==> src/rtl/stopwatch_core.sv <==
// stopwatch_core: MM:SS BCD stopwatch/timer driven by a one-second tick.
//   clk, rst     : system clock, synchronous active-high reset
//   sec_tick     : one-cycle pulse per second
//   start_stop   : one-cycle pulse, toggles run/pause
//   clear        : one-cycle pulse, back to IDLE at 00:00
//   load         : one-cycle pulse, loads load_val if it is legal BCD
//   load_val     : {M1,M0,S1,S0} BCD preset
//   dir          : 0 = count up, 1 = count down (latched on RUN entry)
//   digits       : {M1,M0,S1,S0} BCD count, registered
//   running      : high while in RUN
//   done         : high while in DONE (terminal count reached)
module stopwatch_core #(
  parameter int unsigned MAX_MIN = 99
) (
  input  logic        clk,
  input  logic        rst,
  input  logic        sec_tick,
  input  logic        start_stop,
  input  logic        clear,
  input  logic        load,
  input  logic [15:0] load_val,
  input  logic        dir,
  output logic [15:0] digits,
  output logic        running,
  output logic        done
);

  localparam logic [3:0]  MAX_M1  = 4'(MAX_MIN / 10);
  localparam logic [3:0]  MAX_M0  = 4'(MAX_MIN % 10);
  localparam logic [15:0] TERM_UP = {MAX_M1, MAX_M0, 4'h5, 4'h9};
  localparam logic [6:0]  MAX_MIN7 = 7'(MAX_MIN);

  typedef enum logic [1:0] {IDLE, RUN, PAUSE, DONE} state_t;

  state_t      state, state_n;
  logic [15:0] digits_n;
  logic        dir_q, dir_n;
  logic        running_n, done_n;

  logic        load_legal;
  logic [6:0]  load_mins;
  logic [15:0] inc_val, dec_val;

  // Load legality: every digit decimal, tens-of-seconds <= 5, minutes <= MAX_MIN
  always_comb begin
    load_mins  = 7'(load_val[15:12]) * 7'd10 + 7'(load_val[11:8]);
    load_legal = (load_val[15:12] <= 4'd9) && (load_val[11:8] <= 4'd9) &&
                 (load_val[7:4] <= 4'd5) && (load_val[3:0] <= 4'd9) &&
                 (load_mins <= MAX_MIN7);
  end

  // BCD increment with carry S0 -> S1 -> M0 -> M1
  always_comb begin
    inc_val = digits;
    if (digits[3:0] == 4'd9) begin
      inc_val[3:0] = '0;
      if (digits[7:4] == 4'd5) begin
        inc_val[7:4] = '0;
        if (digits[11:8] == 4'd9) begin
          inc_val[11:8]  = '0;
          inc_val[15:12] = digits[15:12] + 4'd1;
        end else begin
          inc_val[11:8] = digits[11:8] + 4'd1;
        end
      end else begin
        inc_val[7:4] = digits[7:4] + 4'd1;
      end
    end else begin
      inc_val[3:0] = digits[3:0] + 4'd1;
    end
  end

  // BCD decrement with borrow S0 -> S1 -> M0 -> M1
  always_comb begin
    dec_val = digits;
    if (digits[3:0] == 4'd0) begin
      dec_val[3:0] = 4'd9;
      if (digits[7:4] == 4'd0) begin
        dec_val[7:4] = 4'd5;
        if (digits[11:8] == 4'd0) begin
          dec_val[11:8]  = 4'd9;
          dec_val[15:12] = digits[15:12] - 4'd1;
        end else begin
          dec_val[11:8] = digits[11:8] - 4'd1;
        end
      end else begin
        dec_val[7:4] = digits[7:4] - 4'd1;
      end
    end else begin
      dec_val[3:0] = digits[3:0] - 4'd1;
    end
  end

  // State register (also holds the datapath that moves with it)
  always_ff @(posedge clk) begin
    if (rst) begin
      state   <= IDLE;
      digits  <= '0;
      dir_q   <= 1'b0;
      running <= 1'b0;
      done    <= 1'b0;
    end else begin
      state   <= state_n;
      digits  <= digits_n;
      dir_q   <= dir_n;
      running <= running_n;
      done    <= done_n;
    end
  end

  // Next state; the if/else chain encodes clear > load > start_stop > sec_tick.
  // An ignored load (in RUN or illegal) does not block lower-priority inputs.
  always_comb begin
    state_n  = state;
    digits_n = digits;
    dir_n    = dir_q;
    if (clear) begin
      state_n  = IDLE;
      digits_n = '0;
    end else if (load && (state != RUN) && load_legal) begin
      state_n  = PAUSE;
      digits_n = load_val;
    end else if (start_stop) begin
      unique case (state)
        IDLE, PAUSE: begin
          dir_n = dir;
          if (dir ? (digits == 16'h0000) : (digits == TERM_UP))
            state_n = DONE;
          else
            state_n = RUN;
        end
        RUN:     state_n = PAUSE;
        DONE:    state_n = DONE;
        default: state_n = IDLE;
      endcase
    end else if (sec_tick && (state == RUN)) begin
      digits_n = dir_q ? dec_val : inc_val;
      if (dir_q ? (dec_val == 16'h0000) : (inc_val == TERM_UP))
        state_n = DONE;
    end
  end

  // Output decode from the next state so flags change with the state register
  always_comb begin
    running_n = (state_n == RUN);
    done_n    = (state_n == DONE);
  end

endmodule
==> config.mk <==
export PLATFORM = sky130hd
export DESIGN_NAME = stopwatch_core
export DESIGN_NICKNAME = d
export VERILOG_FILES = /design/src/rtl/stopwatch_core.sv
export SDC_FILE = /design/constraint.sdc
export NUM_CORES = 1
export LEC_CHECK = 0
export CAP_MARGIN = 20
export CORE_MARGIN = 1
export CORE_UTILIZATION = 35
export CTS_CLUSTER_DIAMETER = 100
export CTS_CLUSTER_SIZE = 8
export DETAILED_ROUTE_END_ITERATION = 8
export PLACE_DENSITY = 0.62
export SLEW_MARGIN = 20
export SYNTH_ARGS = -nofsm -noshare
export SYNTH_HDL_FRONTEND = slang
export SYNTH_SLANG_ARGS = --single-unit
==> constraint.sdc <==
create_clock -name clk -period 10.5 [get_ports clk]
set_input_delay 3.15 -clock clk [delete_from_list [all_inputs] [get_ports clk]]
set_output_delay 3.15 -clock clk [all_outputs]
set_load 0.02 [all_outputs]
# --- Yosys cells after proc, flatten, opt, wreduce, memory -nomap -nowiden ---
# Cells that the tools add are included.
word_totals:
  output_inout_bits: 18
  register_bits: 21
  input_bits: 23
op_classes:
  n_mux: 25
  bitwise: 2
  n_reduce_logical: 18
  magnitude_cmp: 5
  n_mul: 1
  addsub: 9
  n_eq_ne: 12
ops:
  columns: ["cell", "n"]
  rows:
  - ["16-bit 2-to-1 mux", 4]
  - ["16-bit equality test (second input constant)", 2]
  - ["16-bit zero test", 2]
  - ["4-bit 2-to-1 mux", 8]
  - ["12-bit 2-to-1 mux", 2]
  - ["4-bit by 1-bit adder with 4-bit output (second input constant)", 4]
  - ["8-bit 2-to-1 mux", 2]
  - ["4-bit by 1-bit subtractor with 4-bit output (second input constant)", 4]
  - ["4-bit <= comparator (second input constant)", 3]
  - ["4-bit zero test", 3]
  - ["2-bit 2-to-1 mux", 6]
  - ["4-bit equality test (second input constant)", 2]
  - ["7-bit by 4-bit adder with 7-bit output", 1]
  - ["7-bit <= comparator (second input constant)", 1]
  - ["1-bit logical AND", 7]
  - ["2-bit equality test (second input constant)", 3]
  - ["4-bit by 3-bit multiplier with 6-bit output (second input constant)", 1]
  - ["2-bit case mux with 3 select lines", 1]
  - ["2-bit by 1-bit equality test with 1-bit output (second input constant)", 2]
  - ["4-bit by 3-bit equality test with 1-bit output (second input constant)", 1]
  - ["4-bit by 3-bit <= comparator with 1-bit output (second input constant)", 1]
  - ["2-bit by 1-bit inequality test with 1-bit output (second input constant)", 2]
  - ["4-bit AND reduction", 1]
  - ["2-bit OR reduction", 2]
  - ["5 further kinds", 7]

# --- Depth between registers and ports, before layout ---
# Gate-level depths: netlist of the first run.
logic_depth:
  ltp_word: 12
  depth_mapped: 10
  depth_no_buf: 9

# --- Worst setup path before layout of the first run ---
# OpenSTA, ideal clock, no wires.
synth_path:
  path_kind: "input-to-reg"
  from: "input port load_val[13]"
  to: "register dir_q"
  n_path_buf: 1
  arrival_ns: 5.489
  path_slack_ns: 4.896
  path_stages: 9
  path_cell_list: "ha_1 -> ha_1 -> fa_1 -> inv_1 -> or4_1 -> nand4_1 -> clkbuf_1 -> a31oi_1 -> o21ba_2"
synth_between:
  elab_chain_len: 8
  elab_cells_between_ends: 11
  classes_between: "add/sub (1); mul (1); order compare (2); bitwise (1); reduce/logical (6)"
synth_lines:
  columns: ["item", "line", "rtl"]
  rows:
  - ["start: declaration", "21", "input logic [15:0] load_val,"]
  - ["branches (longest 4 deep; another with 7-bit by 4-bit adder with 7-bit output)", null, null]
  - ["1-bit logical AND (*)", "48", "(load_val[7:4] <= 4'd5) && (load_val[3:0] <= 4'd9) &&"]
  - ["1-bit logical AND (*)", "120", "end else if (load && (state != RUN) && load_legal) begin"]
  - ["1-bit inverter (no source line) (*)", null, null]
  - ["4-bit AND reduction (no source line) (*)", null, null]
  - ["end signal: assignment", "105", "dir_q <= dir_n;"]
  - ["end: declaration", "37", "logic dir_q, dir_n;"]
# Every way passes the cells marked *.
# A chain may end at the register's enable or synchronous reset.

# --- Worst setup path in the final report of the first run ---
layout_path:
  from: "input port load_val[13]"
  to: "register digits[2]"
layout_between:
  elab_chain_len: 8
  elab_cells_between_ends: 13
  classes_between: "add/sub (1); mul (1); order compare (2); eq/ne (1); mux (1); reduce/logical (7)"
layout_lines:
  columns: ["item", "line", "rtl"]
  rows:
  - ["branches (longest 4 deep; another with 7-bit by 4-bit adder with 7-bit output)", null, null]
  - ["1-bit logical AND (*)", "48", null]
  - ["1-bit logical AND (*)", "120", null]
  - ["2-bit by 1-bit inequality test with 1-bit output (no source line) or 2-bit nonzero test (tied branches)", null, null]
  - ["2-bit AND reduction (no source line)", null, null]
  - ["end signal: assignment", "104", "digits <= digits_n;"]
  - ["end: declaration", "23", "output logic [15:0] digits,"]
# Marked as above.

==> out/summary.txt, run 1 <==
Vias = 2211
Post-CTS Setup Repair Bufs = 0
total I/O pin count = 41
Post-Syn Nets = 326
DP HPWL = 4360 um
Worst-path clk slew = 80 ps
endpoint of the worst hold path = digits[7]
Worst R2R Setup Slack = 7810 ps
Crit path max-delay family = simple AND/OR/NAND/NOR gates
crit path capture type = register
Bufs on Longest Clock Path = 2
Critical Path Max Stage Delay = 580 ps
reg2reg path depth = 6
number of hold violations in the final report = 0
Avg Inst Size Synth = 7.23 sq um
clock sink count = 21
Synth Register Bits = 21
Setup crit start kind = input pin
crit path time final = 6230 ps
Filler Cell Count = 566
number of max-cap violations = 0
vias in the first global route = 1991
post-synthesis async set-or-reset flop share = 0%
Critical Path AT = 6370 ps
sequential share of power = 44.7%
worst hold stages = 2
fin nets = 350
largest net degree at the start of global routing = 25
post-cts sizing count = 0
critical path buffer and inverter count = 3
Die Span Y = 79.5 um
layout cell share with drive strength beyond 1 = 5.10%
post-synth cell types = 61
Cell Rows = 27
H-tree depth = 1
vias per cell = 5.73
CTS Hold Buffers Added = 0
clk root buf = clkbuf_8
Post-synth EDFFs = 0
Starting Density = 37.3%
gr ovfl total = 0
Setup TNS = 0 ps
Comb power frac = 27.0%
Worst Tran Pin Value = 872 ps
hold crit path type = reg2reg
crit path from = load_val[13]
Worst Path Required = 10640 ps
routed len/inst = 15.4 um
GRT Total Usage = 19.1%
RSZ-0062 raised after global routing = no
FF-to-FF Start = digits[2]
cell area after layout = 2560 sq um
Fin Clk Skew = 8.44 ps
switching power = 57.4 uW
Relative slew margins = 41.8%
worst reg2reg path endpoint = running
final slew viol count = 0
Power Internal = 133 uW
Ys Warns = 0
CP Class = in2reg
DIE WIDTH = 79.5 um
first-iteration detailed-routing DRC count = 223
FMAX = 160 MHz
cell count after synthesis = 291
ant diodes = 0
leakage power = 0.910 nW
Mapped Area = 2100 sq um
Final period util = 59.3%
VDD IR max = 0.0000422 V
final WL = 5960 um
Clock Latency Late Sink = 260 ps
PortBufs = 40
Max FO, Critical Path = 14
TritonCTS clock tree = built
slowest stage cell on the critical path = clkdlybuf4s50_1
initial antenna violation count = 0
cell repeated most along the worst path = ha_1
predominant post-synthesis flop cell = dfxtp_1
ANT nets after route = 0
die area = 6320 sq um
final worst-path setup slack = 4270 ps
Clk pwr share = 28.3%
sequential fraction of the synthesis area = 20.0%
CORE AREA = 5640 sq um
routability cong. = 0.818
Area Growth Syn to Fin = 22.0%
CTS buffer count = 3
drt pass-1 iters = 4
area of placed instances = 2500 sq um
Sw Share = 30.1%
Power Density = 74.2 nW/um^2
outcome = finished, final reports clean
Post-Place Setup Slack = 3790 ps
first-pass GRT wire length = 9690 um
hold_sp = digits[7]
critical path depth = 10
critical-path cell list = clkdlybuf4s50_1 > ha_1 > ha_1 > fa_1 > inv_1 > or4_1 > nand4_1 > buf_8 > nor2_1 > a2111oi_0
Final setup viols = 0
DRC Markers = 0
Layout Utilization = 45.5%
hold slack = 599 ps
[stage by stage]
stage                     total power [mW]  cells
final                                0.190    386
after global routing                 0.202    386
after CTS                            0.191    385
after detailed placement             0.138    381
after global placement               0.137    381
after floorplan                      0.118    291
[worst max-delay path by stage]
stage	to	slack, ps
floorplan	dir_q	4900
CTS	digits[2]	4070
finish	digits[2]	4270
detailed placement	digits[2]	3790
global route	digits[2]	4130
global placement	digits[2]	3850
[cell families after synthesis]
logic type                 after synthesis  share of synthesized area (%)
AOI/OAI and AO/OA                       92                           29.9
xor gates and xnor gates                12                           5.00
adders and majority gates               12                           7.85
buffers and inverters                   45                           8.51
DFF                                     21                           20.0
muxes                                    3                           1.43
and+or+nand+nor                        106                           27.4
[flip-flops by register name, indices dropped and copies added (netlist names)]
name     count
state        2
dir_q        1
running      1
digits      16
done         1
[synthesized netlist by cell type (all sizes together), types with 4 or more instances]
master / n / share of area, %
ha: 10 / 5.9
o21ai: 22 / 5.2
dfxtp: 21 / 20
nor3: 11 / 2.9
buf: 4 / 1.2
a2111oi: 4 / 1.7
nor4: 8 / 2.4
a21oi: 23 / 5.7
a211oi: 4 / 1.9
xor2: 6 / 2.5
nor2: 20 / 3.6
xnor2: 6 / 2.5
or4: 4 / 1.6
nand3: 6 / 1.4
a31oi: 6 / 1.8
clkbuf: 19 / 3.4
nand4: 6 / 1.8
or2: 5 / 1.5
inv: 22 / 3.9
nor2b: 6 / 1.8
nand2: 21 / 3.7
[worst register-to-register path, delay by kind of cell (launching register included)]
family,cells,cell delay (ps)
flops,1,470
simple gates,3,1410
compound gates,3,690
[power groups by stage]
| stage | logic (mW) | registers (mW) | clock network (mW) |
|---|---|---|---|
| global placement | 0.0503 | 0.0870 | 0 |
| finish | 0.0513 | 0.0852 | 0.0538 |
| floorplan | 0.0327 | 0.0854 | 0 |
| CTS | 0.0509 | 0.0851 | 0.0554 |
| global route | 0.0567 | 0.0857 | 0.0591 |
| detailed placement | 0.0507 | 0.0870 | 0 |
[final cells by class]
class	count	area (sq um)	area share (%)
clock buffer	4	45.0	1.76
inverter	22	82.6	3.22
timing repair buffer	42	423	16.5
tap	72	90.1	3.51
sequential	21	420	16.4
multi-input combinational	225	1500	58.6
[cells in the final DEF (no fill, tap or decap), types with 5 or more instances in the layout]
cell type	instances
dfxtp_1	21
nor2_1	20
inv_1	22
nand2_1	21
xnor2_1	6
clkdlybuf4s50_1	40
nor3_1	10
xor2_1	6
o21ai_0	19
ha_1	10
nor2b_1	6
nand3_1	6
a21oi_1	22
a31oi_1	6
nor4_1	8
or2_2	5
nand4_1	6
[metal layers]
layer | routed length [um] | track usage, % | share of wire [%]
met5 | 0 | 0 | 0
met4 | 49 | 4.73 | 0.82
met3 | 387 | 1.83 | 6.5
met2 | 2660 | 29.1 | 45
met1 | 2860 | 28.3 | 48
Note: power is estimated with default switching activity, not from simulation.
==> run 2: changes to the inputs <==
--- a/config.mk
+++ b/config.mk
@@ -11,7 +11,7 @@
 export CTS_CLUSTER_DIAMETER = 100
 export CTS_CLUSTER_SIZE = 8
 export DETAILED_ROUTE_END_ITERATION = 8
-export PLACE_DENSITY = 0.62
+export PLACE_DENSITY = 0.64
 export SLEW_MARGIN = 20
 export SYNTH_ARGS = -nofsm -noshare
 export SYNTH_HDL_FRONTEND = slang
==> constraint.sdc (replaced) <==
create_clock -name clk -period 5.6 [get_ports clk]
set_input_delay 1.68 -clock clk [delete_from_list [all_inputs] [get_ports clk]]
set_output_delay 1.68 -clock clk [all_outputs]
set_load 0.02 [all_outputs]
==> run 2 against run 1 <==
- via count is 4.3% higher
- flip-flop and latch count unchanged
- sequential share of layout area about the same
- combinational power up 90%
- first-iteration DRC count down 26%
- global-route usage increased by 0.76 points
- routed wire length grew 3.9%
- critical endpoint unchanged
==> out/summary.txt, run 2 (synthesis results as in run 1) <==
Power Density = 141 nW/um^2
fin nets = 350
clk root buf = clkbuf_8
Vias = 2307
Setup crit start kind = input pin
Placed Instances = 382
post-cts sizing count = 0
outcome = finished, final reports clean
final worst-path setup slack = 1040 ps
final WL = 6200 um
Worst R2R Setup Slack = 2850 ps
Register Area = 420 sq um
Bufs on Longest Clock Path = 2
CP Class = in2reg
crit path capture type = register
Largest regs = digits: 16 flops, state: 2 flops
Post-CTS Setup Repair Bufs = 0
PortBufs = 40
routability cong. = 0.832
Area Growth Syn to Fin = 21.6%
Fin Clk Skew = 11.8 ps
largest net degree at the start of global routing = 25
FMAX = 219 MHz
ant diodes = 0
number of hold violations in the final report = 0
Clock Latency Late Sink = 270 ps
Relative slew margins = 41.9%
Cell Rows = 27
crit path time final = 4560 ps
hold crit path type = reg2reg
Max FO, Critical Path = 24
RSZ-0062 raised after global routing = no
Worst Tran Pin Value = 850 ps
max reg flops = 16
routed len/inst = 16.0 um
critical-path cell list = clkdlybuf4s50_1 > ha_1 > ha_1 > fa_1 > inv_1 > or4_1 > nand4_1 > buf_4 > nor2_1 > a2111oi_0
most common cell after layout, fill and taps aside = clkdlybuf4s50_1
drt pass-1 iters = 4
multi-input gate area in the final layout = 1500 sq um
GRT Total Usage = 19.9%
Filler Cell Count = 581
die area = 6320 sq um
Worst-path clk slew = 90 ps
Worst Path Required = 5750 ps
final std cells w/o fill = 386
first-pass GRT wire length = 9980 um
Final period util = 81.4%
cell repeated most along the worst path = ha_1
vias in the first global route = 2033
Layout Utilization = 45.3%
Final setup viols = 0
Setup TNS = 0 ps
Starting Density = 37.3%
TritonCTS clock tree = built
VDD IR max = 0.0000892 V
first-iteration detailed-routing DRC count = 164
H-tree depth = 1
leakage power = 0.907 nW
final slew viol count = 0
Post-Place Setup Slack = 780 ps
ANT nets after route = 0
most frequent cells in the layout = clkdlybuf4s50_1 (40), inv_1 (22), a21oi_1 (22)
DIE WIDTH = 79.5 um
Die Span Y = 79.5 um
slowest stage cell on the critical path = or4_1
vias per cell = 5.98
critical path buffer and inverter count = 3
Crit path max-delay family = adder cells
DRC Markers = 0
layout cell share with drive strength beyond 1 = 5.10%
total I/O pin count = 41
CTS Hold Buffers Added = 0
CTS buffer count = 3
CORE AREA = 5640 sq um
clock sink count = 21
initial antenna violation count = 0
largest register by flop count = digits
gr ovfl total = 0
DP HPWL = 4560 um
Critical Path AT = 4710 ps
Critical Path Max Stage Delay = 540 ps
number of max-cap violations = 0
==> run 2: cell types whose count changed in the layout (fill, tap and decap cells not counted) <==
cell,delta
buf_4,+1
buf_8,-1
==> run 2: worst paths after layout <==
path / depth (start not counted) / to / from
worst min-delay path: 2 / digits[7] / digits[7]
worst max-delay path: 10 / digits[2] / load_val[13]
worst min register to register: 2 / digits[7] / digits[7]
worst max register to register: 6 / running / digits[2]
==> run 2: routing by layer <==
| layer | GRT usage (%) | up-vias | share of wire, % |
|---|---|---|---|
| li1 | - | 1122 | - |
| met1 | 27.9 | 1099 | 47 |
| met3 | 1.71 | 8 | 5.2 |
| met5 | 0 | - | 0 |
| met2 | 31.7 | 78 | 46 |
| met4 | 6.36 | 0 | 1.5 |
==> run 2: worst register-to-register path, stage by stage, from the launching register on <==
cell and delay, ps:
dfxtp_1 470, or4_4 610, or4_1 640, a2111o_1 370
a211oi_2 280, a211oi_2 100, nor2b_1 150
==> run 2: through the flow <==
step / cell area, sq um / total power [mW] / hold WS [ps]
after CTS: 2560 / 0.360 / 608
after floorplan: 2100 / 0.221 / 588
final: 2560 / 0.361 / 605
after global placement: 2510 / 0.257 / 594
after global routing: 2560 / 0.378 / 648
after detailed placement: 2510 / 0.259 / 591
==> run 2: final cells by class <==
class                           count  share of cell area, %
Inverter                           22                   3.23
Sequential cell                    21                   16.4
Multi-Input combinational cell    225                   58.8
Tap cell                           72                   3.52
Timing Repair Buffer               42                   16.2
Clock buffer                        4                   1.76
==> run 2: power breakdown <==
part	total (mW)	leakage, nW	internal, mW	switching (mW)
clock	0.104	0.0228	0.0508	0.0529
combinational	0.0975	0.714	0.0463	0.0513
sequential	0.160	0.170	0.152	0.00761
total	0.361	0.907	0.249	0.112
